## config.mk

```make
export PLATFORM = sky130hd
export DESIGN_NAME = out_display
export DESIGN_NICKNAME = d
export VERILOG_FILES = /design/src/rtl/out_display.sv
export SDC_FILE = /design/constraint.sdc
export NUM_CORES = 1
export LEC_CHECK = 0
export CORE_ASPECT_RATIO = 0.6
export CORE_MARGIN = 5
export CORE_UTILIZATION = 55
export DETAILED_ROUTE_END_ITERATION = 10
export PLACE_DENSITY = 0.77
export RECOVER_POWER = 100
export REMOVE_ABC_BUFFERS = 1
export SYNTH_ARGS = -nofsm -noshare
export SYNTH_HDL_FRONTEND = slang
export SYNTH_SLANG_ARGS = --single-unit
```

## constraint.sdc

```tcl
create_clock -name clk -period 4.2 [get_ports clk]
set_input_delay 1.05 -clock clk [delete_from_list [all_inputs] [get_ports clk]]
set_output_delay 1.05 -clock clk [all_outputs]
set_load 0.02 [all_outputs]
```

## src/rtl/out_display.sv

```systemverilog
// out_display
//   Converts the unsigned byte from the SAP output register to three BCD
//   digits with a sequential double-dabble engine. It then drives a
//   time-multiplexed, 3-digit, common-anode 7-segment display.
//
// Ports
//   clk    in   system clock (unbuffered, keeps running after HLT)
//   clr    in   synchronous active-high reset
//   value  in   [7:0] byte to display
//   seg    out  [6:0] segment cathodes, active-low, seg[0]=a .. seg[6]=g
//   an     out  [2:0] digit anodes, active-low one-hot, an[0]=ones
//   busy   out  high while a conversion is in progress
//
// Parameters
//   SCAN_DIV  clock cycles per digit dwell (2 or more)
//
// The FSM state is held in r_state, typed as state_t. It is easy to probe
// hierarchically.
module out_display #(
  parameter int SCAN_DIV = 1024
) (
  input  logic       clk,
  input  logic       clr,
  input  logic [7:0] value,
  output logic [6:0] seg,
  output logic [2:0] an,
  output logic       busy
);

  localparam int PW = $clog2(SCAN_DIV);
  localparam logic [PW-1:0] PRE_MAX = PW'(SCAN_DIV - 1);
  localparam logic [6:0] BLANK = 7'b1111111;

  typedef enum logic [1:0] {S_IDLE, S_CONV, S_LOAD} state_t;

  state_t        r_state;
  state_t        w_next;
  logic [7:0]    r_last;
  logic [19:0]   r_sh;
  logic [2:0]    r_cnt;
  logic [3:0]    r_d2, r_d1, r_d0;
  logic [PW-1:0] r_pre;
  logic [1:0]    r_sel;
  logic [6:0]    r_seg;
  logic [2:0]    r_an;

  logic [19:0]   w_adj;
  logic [19:0]   w_sh_next;
  logic          w_pre_wrap;
  logic [2:0]    w_an_nxt;
  logic [6:0]    w_seg_nxt;
  logic [3:0]    w_digit;
  logic          w_blank;

  // ---------------- FSM: state register ----------------
  always_ff @(posedge clk) begin
    if (clr) r_state <= S_IDLE;
    else     r_state <= w_next;
  end

  // ---------------- FSM: next-state ----------------
  always_comb begin
    w_next = r_state;
    case (r_state)
      S_IDLE:  if (value != r_last) w_next = S_CONV;
      S_CONV:  if (r_cnt == 3'd7)   w_next = S_LOAD;
      S_LOAD:  w_next = S_IDLE;
      default: w_next = S_IDLE;
    endcase
  end

  // ---------------- FSM: outputs ----------------
  always_comb begin
    busy = (r_state != S_IDLE);
  end

  // One double-dabble step. Every BCD nibble that is 5 or more gets +3,
  // then the whole register shifts left. With an 8-bit input the result
  // stays at 255 or below, so the +3 never carries out of a nibble.
  always_comb begin
    w_adj = r_sh;
    for (int i = 0; i < 3; i++) begin
      if (r_sh[8+4*i +: 4] >= 4'd5)
        w_adj[8+4*i +: 4] = r_sh[8+4*i +: 4] + 4'd3;
    end
    w_sh_next = w_adj << 1;
  end

  // ---------------- conversion datapath ----------------
  always_ff @(posedge clk) begin
    if (clr) begin
      r_last <= 8'd0;
      r_sh   <= 20'd0;
      r_cnt  <= 3'd0;
      r_d2   <= 4'd0;
      r_d1   <= 4'd0;
      r_d0   <= 4'd0;
    end else begin
      case (r_state)
        S_IDLE: begin
          if (value != r_last) begin
            r_last <= value;
            r_sh   <= {12'd0, value};
            r_cnt  <= 3'd0;
          end
        end
        S_CONV: begin
          r_sh  <= w_sh_next;
          r_cnt <= r_cnt + 3'd1;
        end
        S_LOAD: begin
          r_d2 <= r_sh[19:16];
          r_d1 <= r_sh[15:12];
          r_d0 <= r_sh[11:8];
        end
        default: ;
      endcase
    end
  end

  // ---------------- scan prescaler and digit select ----------------
  assign w_pre_wrap = (r_pre == PRE_MAX);

  always_ff @(posedge clk) begin
    if (clr) begin
      r_pre <= '0;
      r_sel <= 2'd0;
    end else begin
      r_pre <= w_pre_wrap ? '0 : r_pre + 1'b1;
      // sel==3 is unreachable, but it recovers to 0 if it ever happens.
      if (r_sel == 2'd3)
        r_sel <= 2'd0;
      else if (w_pre_wrap)
        r_sel <= (r_sel == 2'd2) ? 2'd0 : r_sel + 2'd1;
    end
  end

  // The anode and segment pattern for the selected digit are computed here.
  // Both are registered together, so a digit never sees its neighbour's
  // segments.
  always_comb begin
    w_an_nxt  = 3'b111;
    w_digit   = 4'd0;
    w_blank   = 1'b1;
    w_seg_nxt = BLANK;
    case (r_sel)
      2'd0: begin w_an_nxt = 3'b110; w_digit = r_d0; w_blank = 1'b0; end
      2'd1: begin w_an_nxt = 3'b101; w_digit = r_d1;
                  w_blank = (r_d2 == 4'd0) && (r_d1 == 4'd0); end
      2'd2: begin w_an_nxt = 3'b011; w_digit = r_d2;
                  w_blank = (r_d2 == 4'd0); end
      default: ;
    endcase
    if (!w_blank) begin
      case (w_digit)
        4'd0: w_seg_nxt = 7'b1000000;
        4'd1: w_seg_nxt = 7'b1111001;
        4'd2: w_seg_nxt = 7'b0100100;
        4'd3: w_seg_nxt = 7'b0110000;
        4'd4: w_seg_nxt = 7'b0011001;
        4'd5: w_seg_nxt = 7'b0010010;
        4'd6: w_seg_nxt = 7'b0000010;
        4'd7: w_seg_nxt = 7'b1111000;
        4'd8: w_seg_nxt = 7'b0000000;
        4'd9: w_seg_nxt = 7'b0010000;
        default: w_seg_nxt = BLANK;
      endcase
    end
  end

  always_ff @(posedge clk) begin
    if (clr) begin
      r_an  <= 3'b110;
      r_seg <= 7'b1000000;
    end else begin
      r_an  <= w_an_nxt;
      r_seg <= w_seg_nxt;
    end
  end

  assign seg = r_seg;
  assign an  = r_an;

endmodule

```

==> results of run 1 <==
-- critical path, cell delays in order --
cell	delay [ns]
clkdlybuf4s50_1	0.51
xnor2_1	0.16
nand4_2	0.28
o31ai_2	1.25
o21ai_0	0.25
a21oi_1	0.19
-- synthesized netlist by cell type, types with 9 or more instances --
master,instances,area (sq um)
a21oi_1,39,195
nand2_1,57,214
nand2b_1,9,56.3
nor2_1,40,150
inv_1,13,48.8
ha_1,14,175
xnor2_1,14,123
clkbuf_1,10,37.5
dfxtp_1,67,1340
o21ai_0,13,65.1
-- metrics by stage --
stage / util / instances / cell area (sq um)
global placement: 0.597 / 432 / 3260
CTS: 0.632 / 448 / 3450
global route: 0.629 / 448 / 3440
detailed placement: 0.597 / 432 / 3260
finish: 0.629 / 448 / 3440
floorplan: - / 341 / 2970
-- sequential cells by signal, indices dropped and copies added (netlist names), 4 cells and up --
| signal | count |
|---|---|
| r_pre | 10 |
| r_sh | 20 |
| r_d2 | 4 |
| seg | 7 |
| r_last | 8 |
| r_d1 | 4 |
| r_d0 | 4 |
-- kinds of logic after synthesis --
group	Yosys count
simple gates	135
compound gates	83
flops	67
buf+inv	29
xor+xnor	21
fa+ha+maj	14
mux	8
-- area by class of cell --
class / instances / area [sq um]
repair buffers: 22 / 205
multi-input cells: 261 / 1570
fillers: 476 / 2030
inverters: 13 / 48.8
well taps: 69 / 86.3
clock buffers: 15 / 186
clock inverters: 1 / 5.00
flip-flops and latches: 67 / 1340
-- final timing paths --
path / endpoint / startpoint / slack [ns]
max: r_sh[19] / value[0] / 0.74
min: r_d0[3] / r_d0[3] / 0.46
max reg2reg: r_sh[19] / r_last[7] / 1.59
min reg2reg: r_d0[3] / r_d0[3] / 0.46
-- power groups by stage --
stage	sequential, W	clock (W)	combinational, W
floorplan	0.000673	0	0.0000476
finish	0.000661	0.000500	0.0000793
global route	0.000663	0.000546	0.0000886
detailed placement	0.000676	0	0.0000796
CTS	0.000661	0.000513	0.0000803
global placement	0.000675	0	0.0000774
-- cells in the final DEF (no fill, tap or decap), types with 2 or more instances in the layout --
cell	synthesis	routed
a21oi_1	39	39
a22oi_1	7	7
a2bb2oi_1	2	2
a31oi_1	7	7
clkbuf_1	10	4
clkbuf_8	0	13
clkdlybuf4s50_1	0	8
dfxtp_1	67	67
dlygate4sd3_1	0	11
ha_1	14	14
inv_1	13	13
mux2i_1	7	7
nand2_1	57	57
nand2b_1	9	9
nand3_1	7	7
nand3b_1	3	3
nand4_1	2	2
nor2_1	40	40
nor2b_1	3	3
nor3_1	5	5
nor4_1	2	2
o211ai_1	7	7
o21ai_0	13	13
xnor2_1	14	14
xor2_1	7	7
-- metal layers --
layer,GRT usage,vias to the layer above
met4,0.0388,0
met1,0.252,1101
met3,0.0630,4
met2,0.263,48
met5,0,-
li1,-,1253
==> results by stage, run 1 <==
Clock network:
- The clock tree from TritonCTS is done.
- Buffers added to address setup during post-CTS repair amount to 0.
- The number of levels in the clock H-tree is 3.
- After clock tree synthesis, the repair step resized 0 gates.
- The number of buffers added by the clock tree synthesis step is 9.
- In this run the clock root is driven by a clkbuf_8.
- The clock reaches the later pin of the worst-skew pair after 0.33 ns.
- The number of sinks driven by the clock tree is 67.
- Clock-pin slew was measured on the worst setup and hold paths at 0.06 ns.
- After clock tree synthesis, the flow added hold-fix buffers numbering 0.
- Counting along the longest clock path gives a buffer depth of 2.

Critical path:
- The category of the worst setup path capture point is a register.
- The setup path with the least slack is of type in -> reg.
- The data arrival at the endpoint of the critical path is 3.69 ns.
- The worst setup path is launched from a primary input.
- The number of cells traversed by the worst register-to-register path is 5.
- The worst path required time is 4.43 ns.
- Of all nets on the critical path, the largest fanout is 23.

STA:
- Setup repair after global routing left no endpoint under its margin.
- The relative slew slack is -0.480.
- After routing, the total negative slack on setup checks comes to 0 ns.
- The pin slew with the least headroom to its limit is 2.22 ns.
- Dividing the final minimum period by the clock period gives 0.825.
- The number of endpoints failing setup at the final stage is 0.
- The fmax is 289 MHz.
- After layout, the worst setup slack is 0.737 ns.
- The worst setup skew after layout is 0.00682 ns.
- The final hold violation count is 0.
- The minimum period implied by the final worst setup slack is 3.46 ns.
- The final-report max-slew violation count is 55.
- The final hold slack is 0.459 ns.

Finish:
- Relative to the synthesized area, the layout overhead comes to 12.8%.
- After the last flow step, the layout net total stands at 398.
- The fraction of layout instances using a drive strength above 1 is 0.0633.
- 0 antenna diodes ended up in the layout.

Pwr:
- The relative contribution of combinational cells to total power is 0.064.
- The clock network fraction of design power is 0.403.
- Of the total power, the share spent switching nets is 0.225.
- The worst IR drop on VDD is 0.206 mV.
- The internal power component is 0.000961 W.
- For this design the ratio of total power to cell area is 361 mW/mm^2.
- The share of total power dissipated in sequential elements is 0.533.
- Total power for the finished layout comes to 0.00124 W.
- The analysis attributes to net switching a power of 0.000280 W.
- The analysis attributes to cell leakage a power of 1.27 nW.

Detailed routing:
- The routed length on met2 is 2420 microns.
- The highest routed metal layer is met4.
- The total DRC errors in the routed layout is 0.
- The remaining antenna violation count is 0.
- The detailed-router iteration count before antenna repair is 4.
- In the routed layout, each cell is associated on average with a via count of 5.37.
- The number of vias after detailed routing is 2,406.
- The wire length the detailed router placed on met1 is 3030 microns.
- The mean routed wirelength per cell is 13.0 microns.
- The routed design uses 341 microns of met3 wire.
- The first routing iteration left 196 violations.
- Wires add up to 5820 microns.

Die:
- The number of top-level pins is 21.
- Measured along the y axis, the die boundary spans 67.7 microns.
- The effective utilization at floorplan is 0.558.
- The site row count is 21.
- From left edge to right edge, the die measures 106 microns.
- The placeable core region is 0.00547 sq mm.
- The floorplan step defined a die boundary enclosing 0.00718 sq mm.

Min path:
- The classification of the worst-slack hold path is reg -> reg.
- The worst hold path was traced through 2 stages.

Logic synthesis:
- The count of different cell masters after synthesis is 41.
- The sequential cell area fraction in the yosys report is 0.440.
- The synthesis warning total is 0.
- Of the total synthesized cell area, the portion taken by AND, OR, NAND and NOR gates is 0.202.
- The fraction of synthesis flops using an asynchronous set or reset pin is 0.
- Of the post-synthesis cell area, the part taken by muxes is 0.0267.
- The post-synthesis adder-cell area fraction is 0.0575.
- Among all flip-flop cells after synthesis, the most frequent one is dfxtp_1.
- The gate count of the mapped netlist is 357.
- In this run, synthesis produced a sequential element count of 67.
- The share of the synthesized area in compound gates (AO/OA/AOI/OAI) is 0.170.
- A synthesized cell averages 8.54 sq um.
- The synthesized cell area is 0.00305 sq mm.
- The dominant combinational cell family by area after synthesis is simple AND/OR/NAND/NOR gates.
- Of the total synthesized cell area, the portion taken by XOR and XNOR cells is 0.0603.
- The number of flops mapped to enable cells by yosys is 0.

Status:
- The checks that failed: capacitance limit, slew limit.
- The run finished, with violations left.

Placement:
- The HPWL after detailed placement is 4090 microns.
- Port buffering added 20 buffers.
- The post-placement setup slack is 0.893 ns.
- The congestion estimate from routability-driven global placement came to 0.812.

Global route:
- The global-route wire length before repair is 10,200 microns.
- The total global-route track usage is 0.179.
- The largest net degree at the start of global routing is 54.
- The number of global-route vias before repair is 2,244.
- The overflow left after global routing is 0.
- The initial antenna violation count was 0.

Flow run:
- Across the run, the number of max-cap violations was 2.
(Power assumes the default switching activity.)
==> run 2: changes to the inputs <==
Clock period 4.2 ns to 3.6 ns, I/O delays scaled along.
==> results by stage, run 2 (synthesis gave the netlist of run 1 again) <==
Critical path:
- The worst path required time is 3.78 ns.
- The category of the worst setup path capture point is a register.
- Data arrives at the worst endpoint at 2.98 ns.
- The category of the worst setup path launch point is a primary input.
- The critical path class is in -> reg.
- The worst-path maximum fanout is 42.

STA:
- The final hold violation count is 0.
- The pin slew with the least headroom to its limit is 1.66 ns.
- The final-report max-slew violation count came to 43.
- The worst pin sits at a relative slew slack of -0.105.
- Setup total negative slack on the finished layout was measured at 0 ns.
- The fmax is 358 MHz.
- The number of endpoints failing setup at the final stage is 0.
- The worst setup skew after layout is 0.00542 ns.
- The minimum period implied by the final worst setup slack is 2.79 ns.
- In the finished design, the share of the clock period the worst path needs comes to 0.776.
- Setup repair after global routing left no endpoint under its margin.
- On the final layout, the worst hold slack is 0.460 ns.
- The final worst-path setup slack is 0.806 ns.

Die:
- The site row count is 21.
- The full die area is 0.00718 sq mm.
- In this run the standard cell core region covers 0.00547 sq mm.
- The floorplan step set the die width to 106 microns.
- For this configuration, the core starts out at a cell density of 0.558.
- The height of the chip is 67.7 microns.
- The number of top-level pins is 21.

Detailed routing:
- Summed over all layers, the routed wires come to 5720 microns.
- The first-iteration detailed-routing DRC count is 183.
- The mean routed wirelength per cell is 12.7 microns.
- The count of nets left with antenna violations once routing finished came out at 0.
- The detailed-router iteration count before antenna repair is 5.
- After detailed routing, the number of remaining DRC violations is 0.
- Using the TritonRoute via totals, the vias-per-cell ratio works out to 5.37.
- The routed layout has 2,410 vias.

Placement:
- At the end of routability-driven placement, the weighted congestion stood at 0.808.
- The total of buffers placed on input and output ports is 20.
- Detailed placement ended at an HPWL of 4000 microns.
- In this run the cell area measured after placement is 0.00327 sq mm.
- Timing analysis after detailed placement gives a worst setup slack of 0.835 ns.

Finish:
- Leaving out fill and tap cells, the most frequent cell in the layout is dfxtp_1.
- Ranked by flip-flop count, first place goes to r_sh.
- Of the cells placed in the final design, the portion with a size suffix greater than 1 is 0.0632.
- 0 antenna diodes ended up in the layout.
- Relative to the synthesized area, the layout overhead comes to 13.2%.
- The final layout contains 399 nets.
- The top cell types in the final layout, fill and taps aside, are dfxtp_1, nand2_1, nor2_1.
- The post-route standard cell area excluding fillers is 0.00345 sq mm.
- The largest registers in the layout are r_sh: 20 flops, r_pre: 10 flops, r_last: 8 flops.
- The register with the most flip-flops in the layout has 20 of them.

Clock network:
- The clock slew at the register clock pins of the worst setup and hold paths is 0.07 ns.
- The H-tree was split into 3 levels.
- In this run, post-CTS repair resized a total of 0 instances.
- The largest buffer count on any clock path is 2.
- In this run, CTS created clock tree buffers numbering 9.
- The total of hold buffers inserted after clock tree synthesis is 0.
- The number of sinks driven by the clock tree is 67.
- The number of setup buffers added after CTS is 0.
- The clock tree from TritonCTS is done.
- The tree is rooted in a clkbuf_8.
- At the later pin of the worst-skew pair, clock insertion delay measures 0.34 ns.

Pwr:
- Power spread over the standard cell area amounts to 419 mW/mm^2.
- The static power due to leakage is 1.27 nW.
- IR analysis of the VDD net gives a maximum drop of 0.217 mV.

Global route:
- The number of global-route vias before repair came to 2,224.
- The largest net degree at the start of global routing is 43.
- After global routing the overflow that remains totals 0.
- The initial antenna violation count is 0.
- The total global-route track usage is 0.180.
- The global-route wire length before repair is 10,200 microns.

Flow run:
- The max-cap violation count is 1.

Min path:
- The classification of the worst-slack hold path is reg -> reg.

Status:
- The checks that failed: capacitance limit, slew limit.
- The flow ran to the end, but the final reports show violations.
[run 2: worst max-delay path, stage by stage]
cell and delay, ns:
clkbuf_1 1.17, clkbuf_1 0.75, nor2_1 0.14
[run 2: through the flow]
step	utilization	cells	total power, W
after detailed placement	0.598	433	0.000880
after floorplan	-	341	0.000841
final	0.631	449	0.00144
after CTS	0.633	449	0.00147
after global placement	0.598	433	0.000877
after global routing	0.631	449	0.00151
[run 2: path summary, 6_finish.rpt]
path	startpoint	end	slack (ns)	cells after the start
setup / recovery	clr	r_last[0]	0.81	3
hold / removal	r_d0[1]	r_d0[1]	0.46	2
setup reg to reg	r_sel[0]	seg[0]	1.19	8
hold reg to reg	r_d0[1]	r_d0[1]	0.46	2
[run 2: metal layers]
metal	part of all wire	GRT usage
met5	0	0
met1	0.52	0.248
met3	0.056	0.0707
met2	0.42	0.262
met4	0.0080	0.0468
[run 2: layout make-up]
class | instances | area (sq um)
inverter | 13 | 48.8
clock buffer | 15 | 186
sequential | 67 | 1340
clock inverter | 1 | 5.00
fill | 488 | 2020
timing repair buffer | 23 | 213
tap | 69 | 86.3
multi-input combinational | 261 | 1570
[run 2: power breakdown]
group	switching (W)	internal (W)
logic	0.0000527	0.0000363
clock network	0.000258	0.000325
registers	0.0000133	0.000759
total	0.000324	0.00112
